File: src/rtl/iz_pkg.sv
// Shared Q16.16 fixed-point helpers and constants for the Izhikevich neuron datapath.
// Holds the neuron model constants alongside the synaptic current front end.
package iz_pkg;
  localparam int Q_W    = 32;
  localparam int Q_FRAC = 16;
  localparam logic signed [Q_W-1:0] Q_ONE = 32'sd65536;

  // Izhikevich model constants, Q16.16
  localparam logic signed [Q_W-1:0] IZ_A      = 32'sd1311;
  localparam logic signed [Q_W-1:0] IZ_B      = 32'sd13107;
  localparam logic signed [Q_W-1:0] IZ_C      = -32'sd4259840;
  localparam logic signed [Q_W-1:0] IZ_D      = 32'sd524288;
  localparam logic signed [Q_W-1:0] IZ_V_PEAK = 32'sd1966080;
  localparam logic signed [Q_W-1:0] IZ_K1     = 32'sd2621;
  localparam logic signed [Q_W-1:0] IZ_K2     = 32'sd327680;
  localparam logic signed [Q_W-1:0] IZ_K3     = 32'sd9175040;

  function automatic logic signed [Q_W-1:0] sat_add(
    input logic signed [Q_W-1:0] a,
    input logic signed [Q_W-1:0] b,
    input logic signed [Q_W-1:0] lim
  );
    logic signed [Q_W+1:0] s;
    logic signed [Q_W+1:0] l;
    s = {{2{a[Q_W-1]}}, a} + {{2{b[Q_W-1]}}, b};
    l = {{2{lim[Q_W-1]}}, lim};
    if (s > l)
      sat_add = lim;
    else if (s < -l)
      sat_add = -lim;
    else
      sat_add = s[Q_W-1:0];
  endfunction

  function automatic logic signed [Q_W-1:0] q88_to_q1616(
    input logic signed [15:0] w
  );
    q88_to_q1616 = {{8{w[15]}}, w, 8'h00};
  endfunction
endpackage

File: src/rtl/rr_arbiter.sv
// Combinational round-robin arbiter: first request at or after the pointer wins.
// Produces a one-hot grant and a valid flag.
module rr_arbiter #(
  parameter int N  = 4,
  parameter int AW = $clog2(N)
) (
  input  logic [N-1:0]  i_req,
  input  logic [AW-1:0] i_ptr,
  output logic [N-1:0]  o_gnt,
  output logic          o_vld
);
  logic [N-1:0] w_mask;
  logic [N-1:0] w_hi;
  logic [N-1:0] w_sel;

  // requests at or above the pointer take priority, else wrap to the lowest
  assign w_mask = ~((N'(1) << i_ptr) - N'(1));
  assign w_hi   = i_req & w_mask;
  assign w_sel  = (|w_hi) ? w_hi : i_req;
  assign o_gnt  = w_sel & (~w_sel + N'(1));
  assign o_vld  = |i_req;
endmodule

File: src/rtl/synaptic_current_gen.sv
// Spike-to-current front end: latched spikes, round-robin weight service,
// decaying saturated accumulator and registered Q16.16 current output.
module synaptic_current_gen #(
  parameter int NUM_SYN      = 4,
  parameter int DECAY_SHIFT  = 3,
  parameter int DECAY_PERIOD = 8,
  parameter logic signed [31:0] I_MAX = 32'sd13107200
) (
  input  logic                       clk,
  input  logic                       reset,
  input  logic                       enable,
  input  logic [NUM_SYN-1:0]         syn_spike,
  input  logic                       w_wr_en,
  input  logic [$clog2(NUM_SYN)-1:0] w_wr_addr,
  input  logic [15:0]                w_wr_data,
  input  logic signed [31:0]         bias,
  output logic signed [31:0]         current,
  output logic [15:0]                drop_cnt
);
  import iz_pkg::*;

  localparam int AW = $clog2(NUM_SYN);
  localparam int TW = (DECAY_PERIOD > 1) ? $clog2(DECAY_PERIOD) : 1;

  logic [NUM_SYN-1:0]      r_pend;
  logic [AW-1:0]           r_rr_ptr;
  logic [TW-1:0]           r_tick;
  logic signed [Q_W-1:0]   r_acc;
  logic signed [Q_W-1:0]   r_current;
  logic [15:0]             r_drop;
  logic signed [15:0]      r_w [NUM_SYN];

  logic [NUM_SYN-1:0]      w_gnt_oh;
  logic                    w_gnt_vld;
  logic                    w_srv;
  logic [AW-1:0]           w_gnt_idx;
  logic [AW-1:0]           w_ptr_n;
  logic [NUM_SYN-1:0]      w_clr;
  logic [NUM_SYN-1:0]      w_drop;
  logic [4:0]              w_ndrop;
  logic [16:0]             w_dsum;
  logic                    w_tick;
  logic signed [Q_W-1:0]   w_acc_d;
  logic signed [Q_W-1:0]   w_wadd;
  logic signed [Q_W-1:0]   w_acc_n;

  rr_arbiter #(
    .N  (NUM_SYN),
    .AW (AW)
  ) u_arb (
    .i_req (r_pend),
    .i_ptr (r_rr_ptr),
    .o_gnt (w_gnt_oh),
    .o_vld (w_gnt_vld)
  );

  assign w_srv = enable & w_gnt_vld;

  always_comb begin
    w_gnt_idx = '0;
    for (int i = 0; i < NUM_SYN; i++)
      if (w_gnt_oh[i]) w_gnt_idx = AW'(i);
  end

  assign w_ptr_n = (w_gnt_idx == AW'(NUM_SYN - 1)) ? '0 : w_gnt_idx + 1'b1;

  // a spike on the synapse being served re-arms it instead of dropping
  assign w_clr  = w_srv ? w_gnt_oh : '0;
  assign w_drop = syn_spike & r_pend & ~w_clr;

  always_comb begin
    w_ndrop = '0;
    for (int i = 0; i < NUM_SYN; i++)
      w_ndrop = w_ndrop + 5'(w_drop[i]);
  end

  assign w_dsum = {1'b0, r_drop} + 17'(w_ndrop);

  assign w_tick  = enable && (r_tick == TW'(DECAY_PERIOD - 1));
  assign w_acc_d = w_tick ? r_acc - (r_acc >>> DECAY_SHIFT) : r_acc;
  assign w_wadd  = w_srv ? q88_to_q1616(r_w[w_gnt_idx]) : '0;
  assign w_acc_n = enable ? sat_add(w_acc_d, w_wadd, I_MAX) : r_acc;

  always_ff @(posedge clk or posedge reset) begin
    if (reset) begin
      r_pend    <= '0;
      r_rr_ptr  <= '0;
      r_tick    <= '0;
      r_acc     <= '0;
      r_current <= '0;
      r_drop    <= '0;
    end else begin
      r_pend    <= (r_pend & ~w_clr) | syn_spike;
      r_drop    <= w_dsum[16] ? 16'hFFFF : w_dsum[15:0];
      r_acc     <= w_acc_n;
      r_current <= sat_add(w_acc_n, bias, I_MAX);
      if (w_srv)
        r_rr_ptr <= w_ptr_n;
      if (enable)
        r_tick <= w_tick ? '0 : r_tick + 1'b1;
    end
  end

  always_ff @(posedge clk or posedge reset) begin
    if (reset) begin
      for (int i = 0; i < NUM_SYN; i++)
        r_w[i] <= '0;
    end else if (w_wr_en && (int'(w_wr_addr) < NUM_SYN)) begin
      r_w[w_wr_addr] <= w_wr_data;
    end
  end

  assign current  = r_current;
  assign drop_cnt = r_drop;
endmodule

File: config.mk
export PLATFORM = sky130hd
export DESIGN_NAME = synaptic_current_gen
export DESIGN_NICKNAME = d
export VERILOG_FILES = /design/src/rtl/iz_pkg.sv /design/src/rtl/rr_arbiter.sv /design/src/rtl/synaptic_current_gen.sv
export SDC_FILE = /design/constraint.sdc
export NUM_CORES = 1
export LEC_CHECK = 0
export CORE_MARGIN = 2
export CORE_UTILIZATION = 60
export CTS_BUF_LIST = sky130_fd_sc_hd__clkbuf_2 sky130_fd_sc_hd__clkbuf_4 sky130_fd_sc_hd__clkbuf_8
export CTS_CLUSTER_DIAMETER = 150
export DETAILED_ROUTE_END_ITERATION = 10
export PLACE_DENSITY = 0.87
export SLEW_MARGIN = 0
export SYNTH_ARGS = -nofsm -noshare
export SYNTH_HDL_FRONTEND = slang
export SYNTH_HIERARCHICAL = 1
export SYNTH_SLANG_ARGS = --single-unit
export TNS_END_PERCENT = 10
File: constraint.sdc
create_clock -name clk -period 19.75 [get_ports clk]
set_input_delay 3.95 -clock clk [delete_from_list [all_inputs] [get_ports clk]]
set_output_delay 3.95 -clock clk [all_outputs]
set_load 0.005 [all_outputs]
==> results.json <==
{
  "finalSetupViolCount": 0,
  "htree_levels": 4,
  "power_density_nw_per_um2": 142,
  "cts_buffer_depth": 2,
  "numPortBuffers": 105,
  "required_ns": 20.09,
  "async_flop_share": 1.00,
  "syn_nets": 1558,
  "clock_latency_ns": 0.46,
  "clk_pin_slew_ns": 0.08,
  "cts_hold_buf": 0,
  "cp_slowest_cell": "nand4_1",
  "synth_area_leaders": "dfrtp_1, ha_1, mux2_2",
  "dieArea_um2": 21700,
  "cts_tree": "built",
  "yosysSeqAreaShare": 0.311,
  "syn-instance-count": 1404,
  "routabilityCongestion": 0.963,
  "dpl_cell_area_um2": 13500,
  "synth_xor_area_frac": 0.0441,
  "synth.area.mux_share": 0.0778,
  "synth_area_um2": 12300,
  "ios": 106,
  "post-cts-setup-buffer-count": 0,
  "grt_usage": 0.285,
  "rows": 52,
  "synth_compound_area_frac": 0.243,
  "ctsResizeCount": 0,
  "fin_crit_ns": 13.44,
  "antenna_found_initial": 0,
  "synth_fa_ha_area_frac": 0.101,
  "synth_edf_count": 0,
  "report.final.hold_viol_count": 0,
  "start_kind": "primary input",
  "register_area_um2": 3830,
  "cp.arrival_ns": 13.79,
  "crit_fanout": 27,
  "syn_area_per_cell_um2": 8.77,
  "routed_wl_mm": 31.0,
  "status": "finished clean",
  "yosysWarnings": 6,
  "multiInputGateArea_um2": 7920,
  "finClkSkew_ns": 0.0228,
  "worst_pin_slew_ns": 1.04,
  "drive_gt1_frac": 0.0966,
  "cts_buffers": 17,
  "maxSlewViolCount": 0,
  "slew_headroom": 0.291,
  "setup_slack_ns": 6.31,
  "fin_crit_sh": 0.681,
  "grt_pass1_wl_mm": 51.1,
  "max_freq_mhz": 74.4,
  "grt_overflow": 0,
  "routed_via_density": 6.25,
  "vias": 11000,
  "core_area_um2": 20200,
  "antenna_cells": 0,
  "path_buf_inv": 2,
  "synth_area_leader_cell": "dfrtp_1",
  "fin_tns_setup_ns": 0,
  "path_class": "primary input to flop",
  "initial_core_util": 0.610,
  "grt_max_degree": 79,
  "p_leak_nw": 6.30,
  "crit_path_max_incr_delay_ns": 0.70,
  "synth_cell_types": 90,
  "grt_setup_unrepaired": "false",
  "synth.top_cell.area_share": 0.311,
  "post_drt_wl_per_cell_um": 17.6,
  "drcViolationCount": 0,
  "fin_area_um2": 13900,
  "final_antenna_net_count": 0,
  "nets": 1632,
  "die_w_um": 147,
  "hold_class": "flop to flop",
  "critical_path.top_delay_family": "compound AO/OA/AOI/OAI gates",
  "synth_top_family_by_area": "compound AO/OA/AOI/OAI gates",
  "die_h_um": 147,
  "grt_pass1_vias": 10590,
  "end_kind": "flop",
  "area_growth_syn_to_layout_pct": 12.8,
  "ys.flop_type": "dfrtp_1",
  "crit_path_frequent_cell": "a21oi_1",
  "drtPass1Iterations": 5,
  "synthSimpleGateAreaFrac": 0.176,
  "cts_num_sinks": 153,
  "drt_iter0_drc": 765,
  "ctsRootBufferMaster": "clkbuf_8",
  "synth-seq-cells": 153,
  "fillCellCount": 1569,
  "dp_hpwl_mm": 23.3,
  "dpl_worst_slack_ns": 6.06,
  "drv_cap": 0,
  "vdd_drop_max_mv": 0.118
}
## kinds of logic after synthesis
logic type      Yosys count
compound gates          434
xor+xnor                 62
flops                   153
buf+inv                 135
fa+ha+maj                96
simple gates            437
mux                      87
## layout by cell type, fill, tap and decap left out, types with 35 or more instances in the layout
| cell | Yosys | layout |
|---|---|---|
| dfrtp_1 | 153 | 153 |
| inv_1 | 79 | 78 |
| clkdlybuf4s50_1 | 0 | 105 |
| xnor2_1 | 35 | 35 |
| nand3_1 | 43 | 43 |
| a21oi_1 | 120 | 120 |
| o21ai_0 | 62 | 61 |
| nand2_1 | 109 | 109 |
| mux2_2 | 69 | 69 |
| nor2_1 | 124 | 124 |
| a21o_1 | 44 | 44 |
| ha_1 | 90 | 90 |
## routing by layer
metal / GRT usage / up-vias / wire, um
li1: - / 5340 / -
met1: 0.395 / 5214 / 14100
met3: 0.0394 / 61 / 1730
met2: 0.465 / 385 / 14500
met4: 0.0885 / 0 / 674
met5: 0 / - / 0
## worst paths after layout
path	startpoint	to	slack (ns)	depth (start not counted)
max in group asynchronous	reset	r_w[43]$_DFFE_PP0P_	14.38	3
min in group asynchronous	reset	drop_cnt[6]$_DFF_PP0_	3.96	2
hold reg to reg	r_tick[2]$_DFFE_PP0P_	r_tick[2]$_DFFE_PP0P_	0.49	1
setup reg to reg	r_acc[3]$_DFF_PP0_	current[19]$_DFF_PP0_	8.67	33
hold / removal	r_tick[2]$_DFFE_PP0P_	r_tick[2]$_DFFE_PP0P_	0.49	1
setup / recovery	enable	current[19]$_DFF_PP0_	6.31	27
## through the flow
| step | total power, mW | hold WS, ns | utilization | cells |
|---|---|---|---|---|
| after global routing | 2.14 | 0.519 | 0.688 | 1761 |
| after floorplan | 1.42 | 0.461 | - | 1404 |
| final | 1.98 | 0.494 | 0.688 | 1761 |
| after detailed placement | 1.70 | 0.480 | 0.668 | 1729 |
| after global placement | 1.67 | 0.478 | 0.668 | 1729 |
| after CTS | 1.96 | 0.502 | 0.688 | 1761 |
## worst reg2reg max path, delay by kind of cell, from the launching register on
family / cells / cell delay (ns)
DFF: 1 / 0.44
adders and majority gates: 4 / 1.28
xor gates and xnor gates: 1 / 0.14
buffers and inverters: 2 / 0.16
and+or+nand+nor: 7 / 2.34
AOI/OAI and AO/OA: 19 / 6.64
## power breakdown
| part | internal, mW | switching (mW) |
|---|---|---|
| logic | 0.550 | 0.750 |
| registers | 0.381 | 0.0482 |
| clock network | 0.117 | 0.131 |
| total | 1.05 | 0.929 |
## synth_stat cells (all sizes together), types with 21 or more instances
cell type,n
ha,90
dfrtp,153
mux2,69
xnor2,35
nor3,24
a21boi,22
nand2,109
clkbuf,42
a211oi,22
a21o,45
a21oi,120
inv,79
nand3,43
xor2,27
and3,21
nor2,124
o21ai,63
## state kept, by name, summed over array words and instances, names as in the netlist
register  count
r_acc        32
r_w          64
r_rr_ptr      2
drop_cnt     16
r_pend        4
current      32
r_tick        3
## cell type report
class / instances / share of cell area
inverters: 79 / 0.0217
clock inverters: 14 / 0.0117
clock buffers: 18 / 0.0174
flip-flops and latches: 153 / 0.276
well taps: 270 / 0.0243
multi-input cells: 1116 / 0.570
repair buffers: 111 / 0.0789
No activity file was read; power rests on OpenSTA's default activity.
==> variant: new RTL, same settings <==
Set the parameter `NUM_SYN` to 8 (it was 4).
--- a/src/rtl/synaptic_current_gen.sv
+++ b/src/rtl/synaptic_current_gen.sv
@@ -1,7 +1,7 @@
 // Spike-to-current front end: latched spikes, round-robin weight service,
 // decaying saturated accumulator and registered Q16.16 current output.
 module synaptic_current_gen #(
-  parameter int NUM_SYN      = 4,
+  parameter int NUM_SYN      = 8,
   parameter int DECAY_SHIFT  = 3,
   parameter int DECAY_PERIOD = 8,
   parameter logic signed [31:0] I_MAX = 32'sd13107200
Ports: changed (resized syn_spike and w_wr_addr); port bits go from 106 to 111. No check against the original RTL was run, so the function may have changed too.
==> variant against the original RTL <==
  * Critical path depth is 1 higher
  * Sequential cell count is 69 higher
  * Total power is 54% higher
  * Wire length is 30% higher
  * Register-to-register slack better by 0.05 ns
  * Clock skew is 0.0044 ns higher
  * Final cell count is 17% higher
  * Final area is 28% higher
  * Critical path type unchanged
  * Setup slack better by 0.60 ns
  * Critical endpoint unchanged
  * Combinational power is 49% higher
  * Non-clock buffer count is 11 higher
  * Area after synthesis is 26% higher
  * Sequential power is 49% higher
==> variant: results (changes against the original RTL) <==
Slowest cell on crit path a21oi_1; first-pass GRT wire length 66320 um (+30%); Layout fillers 1864 (+19%); Synth top cells by count dfrtp_1, nand2_1, mux2_2, a21oi_1, ha_1; Worst Path Arrival 13.27 ns (-0.52 ns); Area contributors post-synth dfrtp_1, mux2_2, ha_1; Clock-cell share 4.733% (+1.8 points); Seq/Total Area, Yosys 35.70% (+4.6 points); Min-Delay Endpoint r_tick[0]; HP Class reg2reg; worst hold margin 0.4943 ns (+0.0007550 ns); total CTS buffers 40 (+23); mux cell area share after synthesis 14.43% (+6.7 points); Lkg Pwr 0.007872 uW (+25%); wire length on met3 2154 um (+25%); CP Max Fanout 30 (+11%); synthesized flop and latch total 222 (+45%); Multi-input gate area 9524 um2 (+20%); compound-gate portion of the synthesized area 18.92% (-5.4 points); max FFs per register 128 (+100%); DRT Pass-1 Iters 7 (+2); post-synthesis xor/xnor area fraction 4.221% (-0.19 points); Reg2Reg Depth 37 (+12%); maximum VDD drop 130.8 uV (+10%); layout cells sized above 1 16.42% (+6.8 points); Logic inverters 75 (-5.1%); status finished, final reports clean; initial antenna violation count 1 (+1); largest net degree at the start of global routing 86 (+8.9%); vias per std cell 6.367 (+1.9%); multi-input gate count 1235 (+11%); syn nets 1764 (+13%); flop-to-flop setup slack 8.72 ns (+0.05 ns); CTS Buffer Depth 3 (+1); met3 Use GR 4.945% (+1.0 points); reg-to-reg startpoint r_rr_ptr[1]; H-tree lvl count 2 (-2); met2 wire length 20110 um (+39%); post-synthesis adder-cell area fraction 8.747% (-1.4 points); WL met1 16890 um (+20%); slowest stage delay, CP 0.94 ns (+0.24 ns); GR Util met2 52.18% (+5.6 points); Final nets 1863 (+14%); Non-clock buffers, area share 6.686% (-1.2 points); Port Buf Inserts 110 (+4.8%); Worst Skew 0.02715 ns (+0.004378 ns); worst hold start r_tick[0]; WL per Instance 19.69 um (+12%); gr usage total 30.50% (+2.0 points); final-layout clock buffer total 60 (+42); Starting DRT DRC Count 1255 (+64%); vias in the first global route 13180 (+24%); Slew HR 22.40% (-6.7 points); Distinct cells, synth 99 (+10%); dpl ws 6.639 ns (+0.5761 ns); sequential share of cell area 31.18% (+3.6 points); CTS clock-pin slew for the worst setup and hold paths 0.06 ns (-0.02 ns); GR Layer Usage met1 39.22% (-0.30 points)
[variant: worst max path at each step]
stage	startpoint	to	slack [ns]	cells past startpoint
global placement	enable	current[19]	6.94	29
global route	enable	current[19]	6.15	28
floorplan	enable	current[19]	8.88	33
CTS	enable	current[19]	7.17	28
detailed placement	enable	current[19]	6.64	28
finish	enable	current[19]	6.90	28
[variant: metrics by stage]
| step | instance area (um2) | utilization, % | instances |
|---|---|---|---|
| CTS | 17820 | 70.34 | 2053 |
| finish | 17820 | 70.34 | 2053 |
| detailed placement | 16970 | 67.01 | 1984 |
| global route | 17820 | 70.34 | 2053 |
| floorplan | 15560 | - | 1597 |
| global placement | 16970 | 67.01 | 1984 |
[variant: power breakdown]
group          internal, uW  leakage, uW  switching, uW
Clock                   256     0.000448            196
Combinational           856      0.00470           1090
Sequential              565      0.00272           76.2
